File: config.mk
export PLATFORM = sky130hd
export DESIGN_NAME = bulls_cows_engine
export DESIGN_NICKNAME = d
export VERILOG_FILES = /design/src/rtl/bullsCows_pkg.sv /design/src/rtl/bcg_scorer.sv /design/src/rtl/bulls_cows_engine.sv
export SDC_FILE = /design/constraint.sdc
export NUM_CORES = 1
export LEC_CHECK = 0
export BUFFER_PORTS_ARGS = -buffer_cell sky130_fd_sc_hd__buf_4
export CORE_MARGIN = 3
export CORE_UTILIZATION = 50
export DETAILED_ROUTE_END_ITERATION = 12
export PLACE_DENSITY = 0.71
export SLEW_MARGIN = 20
export SYNTH_ARGS = -nofsm -noshare
export SYNTH_HDL_FRONTEND = slang
export SYNTH_SLANG_ARGS = --single-unit
File: constraint.sdc
create_clock -name clock -period 10.2 [get_ports clock]
set_clock_uncertainty 0.1 [all_clocks]
set_input_delay 2.04 -clock clock [delete_from_list [all_inputs] [get_ports clock]]
set_output_delay 2.04 -clock clock [all_outputs]
set_load 0.005 [all_outputs]
File: src/rtl/bullsCows_pkg.sv
// Shared types and helpers for the Bulls & Cows game engine.
package bullsCows_pkg;

    typedef enum logic [2:0] {
        IDLE   = 3'd0,
        SECRET = 3'd1,
        GUESS  = 3'd2,
        WIN    = 3'd3,
        DRAW   = 3'd4
    } bcg_state_t;

    // Width needed to hold a count from 0 to digits inclusive.
    function automatic int score_w(input int digits);
        return $clog2(digits + 1);
    endfunction

endpackage

File: src/rtl/bcg_scorer.sv
// Combinational bulls/cows scorer: DIGITS x DIGITS symbol comparators plus
// a duplicate-symbol detector on the entered vector.
module bcg_scorer
    import bullsCows_pkg::*;
#(
    parameter int DIGITS  = 4,
    parameter int DIGIT_W = 4
) (
    input  logic [DIGITS*DIGIT_W-1:0]   guess,
    input  logic [DIGITS*DIGIT_W-1:0]   secret,
    output logic [score_w(DIGITS)-1:0]  bulls,
    output logic [score_w(DIGITS)-1:0]  cows,
    output logic                        dup
);

    localparam int SW = score_w(DIGITS);

    always_comb begin
        int nb;
        int nm;
        logic d;
        nb = 0;
        nm = 0;
        d  = 1'b0;
        for (int i = 0; i < DIGITS; i++) begin
            for (int j = 0; j < DIGITS; j++) begin
                if (guess[i*DIGIT_W +: DIGIT_W] == secret[j*DIGIT_W +: DIGIT_W]) begin
                    nm = nm + 1;
                    if (i == j) nb = nb + 1;
                end
                if (j > i && guess[i*DIGIT_W +: DIGIT_W] == guess[j*DIGIT_W +: DIGIT_W])
                    d = 1'b1;
            end
        end
        // Cows exclude positional matches, which were also counted in nm.
        bulls = SW'(nb);
        cows  = SW'(nm - nb);
        dup   = d;
    end

endmodule

File: src/rtl/bulls_cows_engine.sv
// N-player Bulls & Cows game engine: confirm edge detection, secret entry,
// round-robin guessing with scoring, and WIN/DRAW outcomes.
module bulls_cows_engine
    import bullsCows_pkg::*;
#(
    parameter int DIGITS     = 4,
    parameter int DIGIT_W    = 4,
    parameter int PLAYERS    = 2,
    parameter int MAX_ROUNDS = 10
) (
    input  logic                         clock,
    input  logic                         CPU_RESETN,
    input  logic [DIGITS*DIGIT_W-1:0]    guess,
    input  logic                         confirm,
    output bcg_state_t                   state,
    output logic [$clog2(PLAYERS)-1:0]   player,
    output logic [score_w(DIGITS)-1:0]   bulls,
    output logic [score_w(DIGITS)-1:0]   cows,
    output logic                         score_valid,
    output logic                         err,
    output logic [7:0]                   round,
    output logic [$clog2(PLAYERS)-1:0]   winner
);

    localparam int PW = $clog2(PLAYERS);
    localparam int SW = score_w(DIGITS);
    localparam logic [PW-1:0] LAST_PLAYER = PW'(PLAYERS - 1);

    logic                      conf_q;
    logic                      cedge;
    logic [DIGITS*DIGIT_W-1:0] secret [PLAYERS];
    logic [PW-1:0]             opp;
    logic [SW-1:0]             s_bulls;
    logic [SW-1:0]             s_cows;
    logic                      s_dup;

    bcg_state_t    state_nx;
    logic [PW-1:0] player_nx;
    logic [PW-1:0] winner_nx;
    logic [SW-1:0] bulls_nx;
    logic [SW-1:0] cows_nx;
    logic [7:0]    round_nx;
    logic          score_valid_nx;
    logic          err_nx;
    logic          wr_secret;

    assign cedge = confirm & ~conf_q;
    assign opp   = (player == LAST_PLAYER) ? '0 : player + 1'b1;

    bcg_scorer #(
        .DIGITS  (DIGITS),
        .DIGIT_W (DIGIT_W)
    ) u_scorer (
        .guess  (guess),
        .secret (secret[opp]),
        .bulls  (s_bulls),
        .cows   (s_cows),
        .dup    (s_dup)
    );

    always_comb begin
        state_nx       = state;
        player_nx      = player;
        winner_nx      = winner;
        bulls_nx       = bulls;
        cows_nx        = cows;
        round_nx       = round;
        score_valid_nx = 1'b0;
        err_nx         = 1'b0;
        wr_secret      = 1'b0;

        if (cedge) begin
            case (state)
                IDLE: begin
                    state_nx  = SECRET;
                    player_nx = '0;
                end
                SECRET: begin
                    if (s_dup) begin
                        err_nx = 1'b1;
                    end else begin
                        wr_secret = 1'b1;
                        if (player == LAST_PLAYER) begin
                            state_nx  = GUESS;
                            player_nx = '0;
                            round_nx  = 8'd1;
                        end else begin
                            player_nx = player + 1'b1;
                        end
                    end
                end
                GUESS: begin
                    // A rejected guess consumes no try and leaves the scores alone.
                    if (s_dup) begin
                        err_nx = 1'b1;
                    end else begin
                        bulls_nx       = s_bulls;
                        cows_nx        = s_cows;
                        score_valid_nx = 1'b1;
                        if (s_bulls == SW'(DIGITS)) begin
                            state_nx  = WIN;
                            winner_nx = player;
                        end else if (player == LAST_PLAYER) begin
                            if (round == 8'(MAX_ROUNDS)) begin
                                state_nx = DRAW;
                            end else begin
                                round_nx  = round + 8'd1;
                                player_nx = '0;
                            end
                        end else begin
                            player_nx = player + 1'b1;
                        end
                    end
                end
                WIN, DRAW: begin
                    state_nx  = IDLE;
                    bulls_nx  = '0;
                    cows_nx   = '0;
                    round_nx  = 8'd0;
                    player_nx = '0;
                end
                default: state_nx = IDLE;
            endcase
        end
    end

    always_ff @(posedge clock or negedge CPU_RESETN) begin
        if (!CPU_RESETN) begin
            state       <= IDLE;
            player      <= '0;
            winner      <= '0;
            bulls       <= '0;
            cows        <= '0;
            round       <= 8'd0;
            score_valid <= 1'b0;
            err         <= 1'b0;
            conf_q      <= 1'b0;
        end else begin
            state       <= state_nx;
            player      <= player_nx;
            winner      <= winner_nx;
            bulls       <= bulls_nx;
            cows        <= cows_nx;
            round       <= round_nx;
            score_valid <= score_valid_nx;
            err         <= err_nx;
            conf_q      <= confirm;
        end
    end

    // Secrets survive a finished game and are simply overwritten by the next one.
    always_ff @(posedge clock) begin
        if (wr_secret) secret[player] <= guess;
    end

endmodule

; ---- After elaboration in Yosys (flattened, before gate mapping)
; Memories as Yosys holds them, arrays and structs flattened.
; Cells that the tools add are included.
[word_totals]
mem_count = 1
output_inout_bits = 21
inputBits = 19
mem_bits_rw = 32
ff_bits = 22
[op_classes]
eq_ne = 36
addsub = 20
reduce_logical = 12
n_bitwise = 3
mux = 60
[memory_table]
columns = memory, depth, word_bits, rd, rd_ports_with_merged_regs, write_ports, line
row1 = secret, 2, 16, 1, 0, 1, bulls_cows_engine.sv:31  ; logic [DIGITS*DIGIT_W-1:0] secret [PLAYERS];
[op_table]
columns = operator, n
row1 = 4-bit equality test, 22
row2 = 3-bit 2-to-1 mux, 25
row3 = 8-bit 2-to-1 mux, 6
row4 = 3-bit by 2-bit adder with 3-bit output (second input constant), 15
row5 = 8-bit one-hot mux with 3 select lines, 1
row6 = 1-bit 2-to-1 mux, 23
row7 = 2-bit != test (second input constant), 6
row8 = 3-bit one-hot mux with 2 select lines, 2
row9 = 3-bit one-hot mux with 3 select lines, 1
row10 = 8-bit by 1-bit adder with 8-bit output (second input constant), 1
row11 = 8-bit by 4-bit equality test with 1-bit output (second input constant), 1
row12 = 8-bit AND reduction, 1
row13 = 3-bit by 2-bit equality test with 1-bit output (second input constant), 2
row14 = 3-bit equality test (second input constant), 2
row15 = 3-bit != test (second input constant), 2
row16 = 6-bit AND reduction, 1
row17 = 3-bit nonzero test, 2
row18 = 5-bit AND reduction, 1
row19 = 4-bit AND reduction, 1
row20 = 2-bit OR reduction, 2
row21 = 2-bit by 1-bit adder with 3-bit output (second input constant), 1
row22 = 3-bit by 1-bit equality test with 1-bit output (second input constant), 1
row23 = 3-bit zero test, 1
row24 = 1-bit one-hot mux with 3 select lines, 1
row25 = other kinds (9), 10

; ---- Longest topological paths before layout
; An unclocked memory read counts as a cell.
[logic_depth]
ltp_word = 38
ltp_mapped = 50
depth_no_buf = 48

; ---- By module
; A second synthesis with hierarchy kept.
[unflattened]
hier_cells = 511
hier_area_um2 = 5142.4
[modules_own_cells]
columns = module, n_inst, cells_per_inst, area_each_um2
row1 = bcg_scorer, 1, 325, 2707.6
row2 = bulls_cows_engine, 1, 186, 2434.8

; ---- Least setup slack after synthesis
; OpenSTA, ideal clock, no wires.
[synth_timing]
path_type = input -> register
startpoint = in guess[3]
endpoint = reg cows[2]
setup_slack_ns = -0.812
n_path_buf = 1
required_ns = 9.974
path_stages = 47
t_arrival_ns = 10.786
cell_sequence = clkbuf_1 xnor2_1 or4_1 inv_1 ha_1 inv_1 xnor2_1 ha_1 nand2_1 o21ai_0 ha_1 xnor2_1 o22ai_1 nor2_1 ha_1 xnor3_1 nand3b_1 o31ai_1 [11 not listed] o311ai_1 xnor2_1 a21oi_1 inv_1 ha_1 xor2_1 and3_1 a211o_1 o2bb2ai_1 ha_1 mux2_2 fa_1 xor2_1 xnor2_1 xnor2_1 xnor2_1 xnor2_1 o21ai_0
[synth_via]
elab_chain_cells = 35
word_cells_on_any_way = 54
[synth_rtl]
columns = element, line
row1 = start: declaration, bulls_cows_engine.sv:13  ; input logic [DIGITS*DIGIT_W-1:0] guess,
row2 = 4-bit equality test, bcg_scorer.sv:27  ; if (guess[i*DIGIT_W +: DIGIT_W] == secret[j*DIGIT_W +: DIGIT_W]) begin
row3 = 1-bit 2-to-1 mux, bcg_scorer.sv:27
row4 = 1-bit by 1-bit adder with 2-bit output, "bcg_scorer.sv:28, bcg_scorer.sv:29"
row5 = 2-bit 2-to-1 mux, bcg_scorer.sv:27
row6 = 2-bit by 1-bit adder with 3-bit output, bcg_scorer.sv:28  ; nm = nm + 1;
row7 = 3-bit 2-to-1 mux, bcg_scorer.sv:27
row8 = 3-bit by 2-bit adder with 3-bit output, bcg_scorer.sv:28
row9 = 3-bit 2-to-1 mux, bcg_scorer.sv:27
row10 = [19 not listed], -
row11 = 3-bit 2-to-1 mux, bcg_scorer.sv:27
row12 = 3-bit by 2-bit adder with 3-bit output, bcg_scorer.sv:28
row13 = 3-bit 2-to-1 mux, bcg_scorer.sv:27
row14 = 3-bit by 2-bit adder with 3-bit output, bcg_scorer.sv:28
row15 = 3-bit 2-to-1 mux, bcg_scorer.sv:27
row16 = 3-bit subtractor, bcg_scorer.sv:37  ; cows = SW'(nm - nb);
row17 = 3-bit 2-to-1 mux, bulls_cows_engine.sv:94  ; if (s_dup) begin
row18 = 3-bit one-hot mux with 2 select lines, bulls_cows_engine.sv:73  ; case (state)
row19 = end signal: assignment, bulls_cows_engine.sv:143  ; cows <= cows_nx;
row20 = end: declaration, bulls_cows_engine.sv:18  ; output logic [score_w(DIGITS)-1:0] cows,
; Several ways; a longest one is shown, not always the timed one. The select of a mux whose other input is x is not followed.
; A chain may end at the register's enable or synchronous reset.

; ---- Worst setup path after layout
[layout_timing]
startpoint = in guess[1]
endpoint = reg cows[2]
; The elaborated chain is that of the path after synthesis.

==> impl_metrics.yaml <==
run_status:
  status: "finished, final reports clean"
floorplan:
  die-area_um2: 10900
  core_area_um2: 9330
  ioPinCount: 40
  rows: 35
  start_util_pct: 52.1
  chipHeight_um: 105
  fp.dieW_um: 105
min_path:
  min_path_type: "flop to flop"
setup_path:
  endpoint_kind: "flop"
  critical_path_class: "input port to flop"
  path_common_cell: "xnor2_1"
  crit_arrival_ns: 10.29
  critical_path.slowest_cell: "or4_4"
  cp_slowest_stage_delay_ns: 0.58
  critPathRequiredTime_ns: 10.30
  crit_fanout: 4
  cp-start-kind: "input port"
  r2r_slack_ns: 0.68
global_routing:
  grt-ovfl-total: 0
  grt_usage_pct: 20.2
  grt_pass1_wl_um: 18100
  met2_usage_pct: 34.5
  busiest_layer: "met2"
  grt_pass1_vias: 3738
  antenna_found_initial: 0
  use_met1_pct: 26.3
  grt_max_degree: 23
  grt_use_met3_pct: 2.29
placed_design:
  gp_congestion: 0.842
  hpwl_um: 8220
  place_inst: 675
  portBuffers: 39
logic_synthesis:
  syn_avg_cell_area_um2: 10.1
  synth_warnings: 0
  synth.top_cells.by_count: "xnor2_1 (110), nand2_1 (44), edfxtp_1 (32)"
  synthArstFlopShare_pct: 40.7
  seq_area_frac_synth_pct: 31.1
  synth_seq_cells: 54
  synth_top_cell_by_area: "xnor2_1"
  syn-num-nets: 526
  netlist_top_cells_area: "xnor2_1 (20%), edfxtp_1 (20%), dfrtp_1 (11%)"
  ys_types: 59
  yosysMostFrequentCell: "xnor2_1"
  synth_edf_count: 32
  syn_area_um2: 4860
  synth_top_cell_area_share_pct: 19.8
  synthCells: 483
  ys_dominant_reg_cell: "edfxtp_1"
route:
  avgRoutedWirePerCell_um: 15.7
  vias: 3669
  firstDrtPassIters: 4
  routed_wl_um: 10700
  ant_nets: 0
  drc: 0
  drt_iter0_drc: 173
  routed_via_density: 5.35
sta:
  slew_viol_final: 0
  worst_pin_slew_ns: 1.10
  min_period_ns: 10.18
  setup_viol: 0
  finalHoldViolCount: 0
  rsz0062_at_grt: "true"
  relSlewSlack_pct: 26.1
  max_clock_freq_ghz: 0.0982
  post-route-period-util_pct: 99.8
  holdWs_ns: 0.346
clock_tree:
  cts.sink_count: 54
  insertion_delay_ns: 0.31
  cts_tree: "built"
  postCtsHoldBufs: 0
  clkTransAtPathRegs_ns: 0.11
  cts_root_buffer: "clkbuf_8"
  ctsHtreeMaxLevel: 2
  cts_buffer_depth: 2
  cts_buffers: 5
finish:
  final_cells: 686
  antenna-diode-count: 0
  utilization_pct: 62.8
  area_delta_synth_final_pct: 20.5
  layout-drive-gt1-share_pct: 28.0
  fin_nets: 599
power:
  power.leakage_nw: 2.32
  vdd_drop_max_v: 0.000174
  p_per_area_nw_per_um2: 243
job:
  drv_cap: 0
[timing repair]
action | 4_1_cts | 5_1_grt
cloned | 0 | 0
pin swaps | 0 | 20
setup endpoints to repair | 1 | 1
gates resized for setup | 1 | 8
setup buffers | 0 | 3
[final cells by class]
cell class / instances / area (µm²)
clock buffer: 5 / 68.8
clock inverter: 3 / 28.8
fill: 778 / 3470
inverter: 20 / 80.1
multi-input combinational: 383 / 3320
sequential: 54 / 1510
tap: 129 / 161
timing repair buffer: 92 / 691
[routing by layer]
layer,wire length [µm],part of all wire (%)
met3,326,3.0
met4,318,3.0
met1,4830,45
met2,5260,49
met5,0,0
[per-stage QoR]
| step | setup TNS (ns) | instance area (µm²) | power [mW] | setup WS, ns |
|---|---|---|---|---|
| 2_1_floorplan | -0.0272 | 5000 | 1.01 | -0.0272 |
| 3_5_place_dp | -0.365 | 5690 | 1.26 | -0.365 |
| 3_3_place_gp | -0.136 | 5690 | 1.23 | -0.136 |
| 5_1_grt | -0.402 | 5860 | 1.54 | -0.402 |
| 6_report | 0 | 5860 | 1.42 | 0.0167 |
| 4_1_cts | 0 | 5790 | 1.39 | 0.0247 |
[worst paths after layout]
kind,start,end,cells after the start
hold reg to reg,conf_q$_DFF_PN0_,err$_DFF_PN0_,1
setup reg to reg,player$_DFFE_PN0P_,cows[2]$_DFFE_PN0P_,46
setup / recovery,guess[1],cows[2]$_DFFE_PN0P_,46
max in group asynchronous,CPU_RESETN,state[1]$_DFFE_PN0P_,1
hold / removal,conf_q$_DFF_PN0_,err$_DFF_PN0_,1
min in group asynchronous,CPU_RESETN,conf_q$_DFF_PN0_,1
[cells by family after synthesis]
group	after synthesis	synth area share (%)
AO/OA/AOI/OAI	56	8.08
XOR/XNOR	143	28.1
adder cells (fa/ha/maj)	24	6.33
buffers and inverters	46	4.14
flip-flops	54	31.1
multiplexers	29	7.46
AND/OR/NAND/NOR	131	14.8
[worst max-delay path: cells and delay by family]
kind / cells / cell delay, ns
adders and majority gates: 8 / 2.10
and+or+nand+nor: 11 / 1.89
xor gates and xnor gates: 11 / 1.68
AOI/OAI and AO/OA: 10 / 1.64
muxes: 2 / 0.55
buffers and inverters: 4 / 0.37
[cells in the final DEF, fill, tap and decap left out, types with 5 or more instances in the layout]
cell type and count:
xnor2_1 108, buf_4 92, nand2_1 43, edfxtp_1 32, xor2_1 25, dfrtp_1 22
ha_1 19, nor2_1 18, inv_1 17, mux2i_1 15, o21ai_0 10, nand4_1 10
nor4_1 8, a21oi_1 8, mux2i_2 7, and3_1 6, nor2b_1 6, nor4_2 5
and2_1 5, clkbuf_8 5
[where the power goes]
part	internal [mW]	switching, mW	total [mW]
clock	0.0510	0.0759	0.127
sequential	0.257	0.0309	0.288
combinational	0.517	0.492	1.01
[sequential cells by signal, summed over array words and instances (netlist names)]
register / flops
round: 8
player: 1
err: 1
score_valid: 1
cows: 3
winner: 1
secret: 32
state: 3
conf_q: 1
bulls: 3
Note: power is estimated with default switching activity, not from simulation.
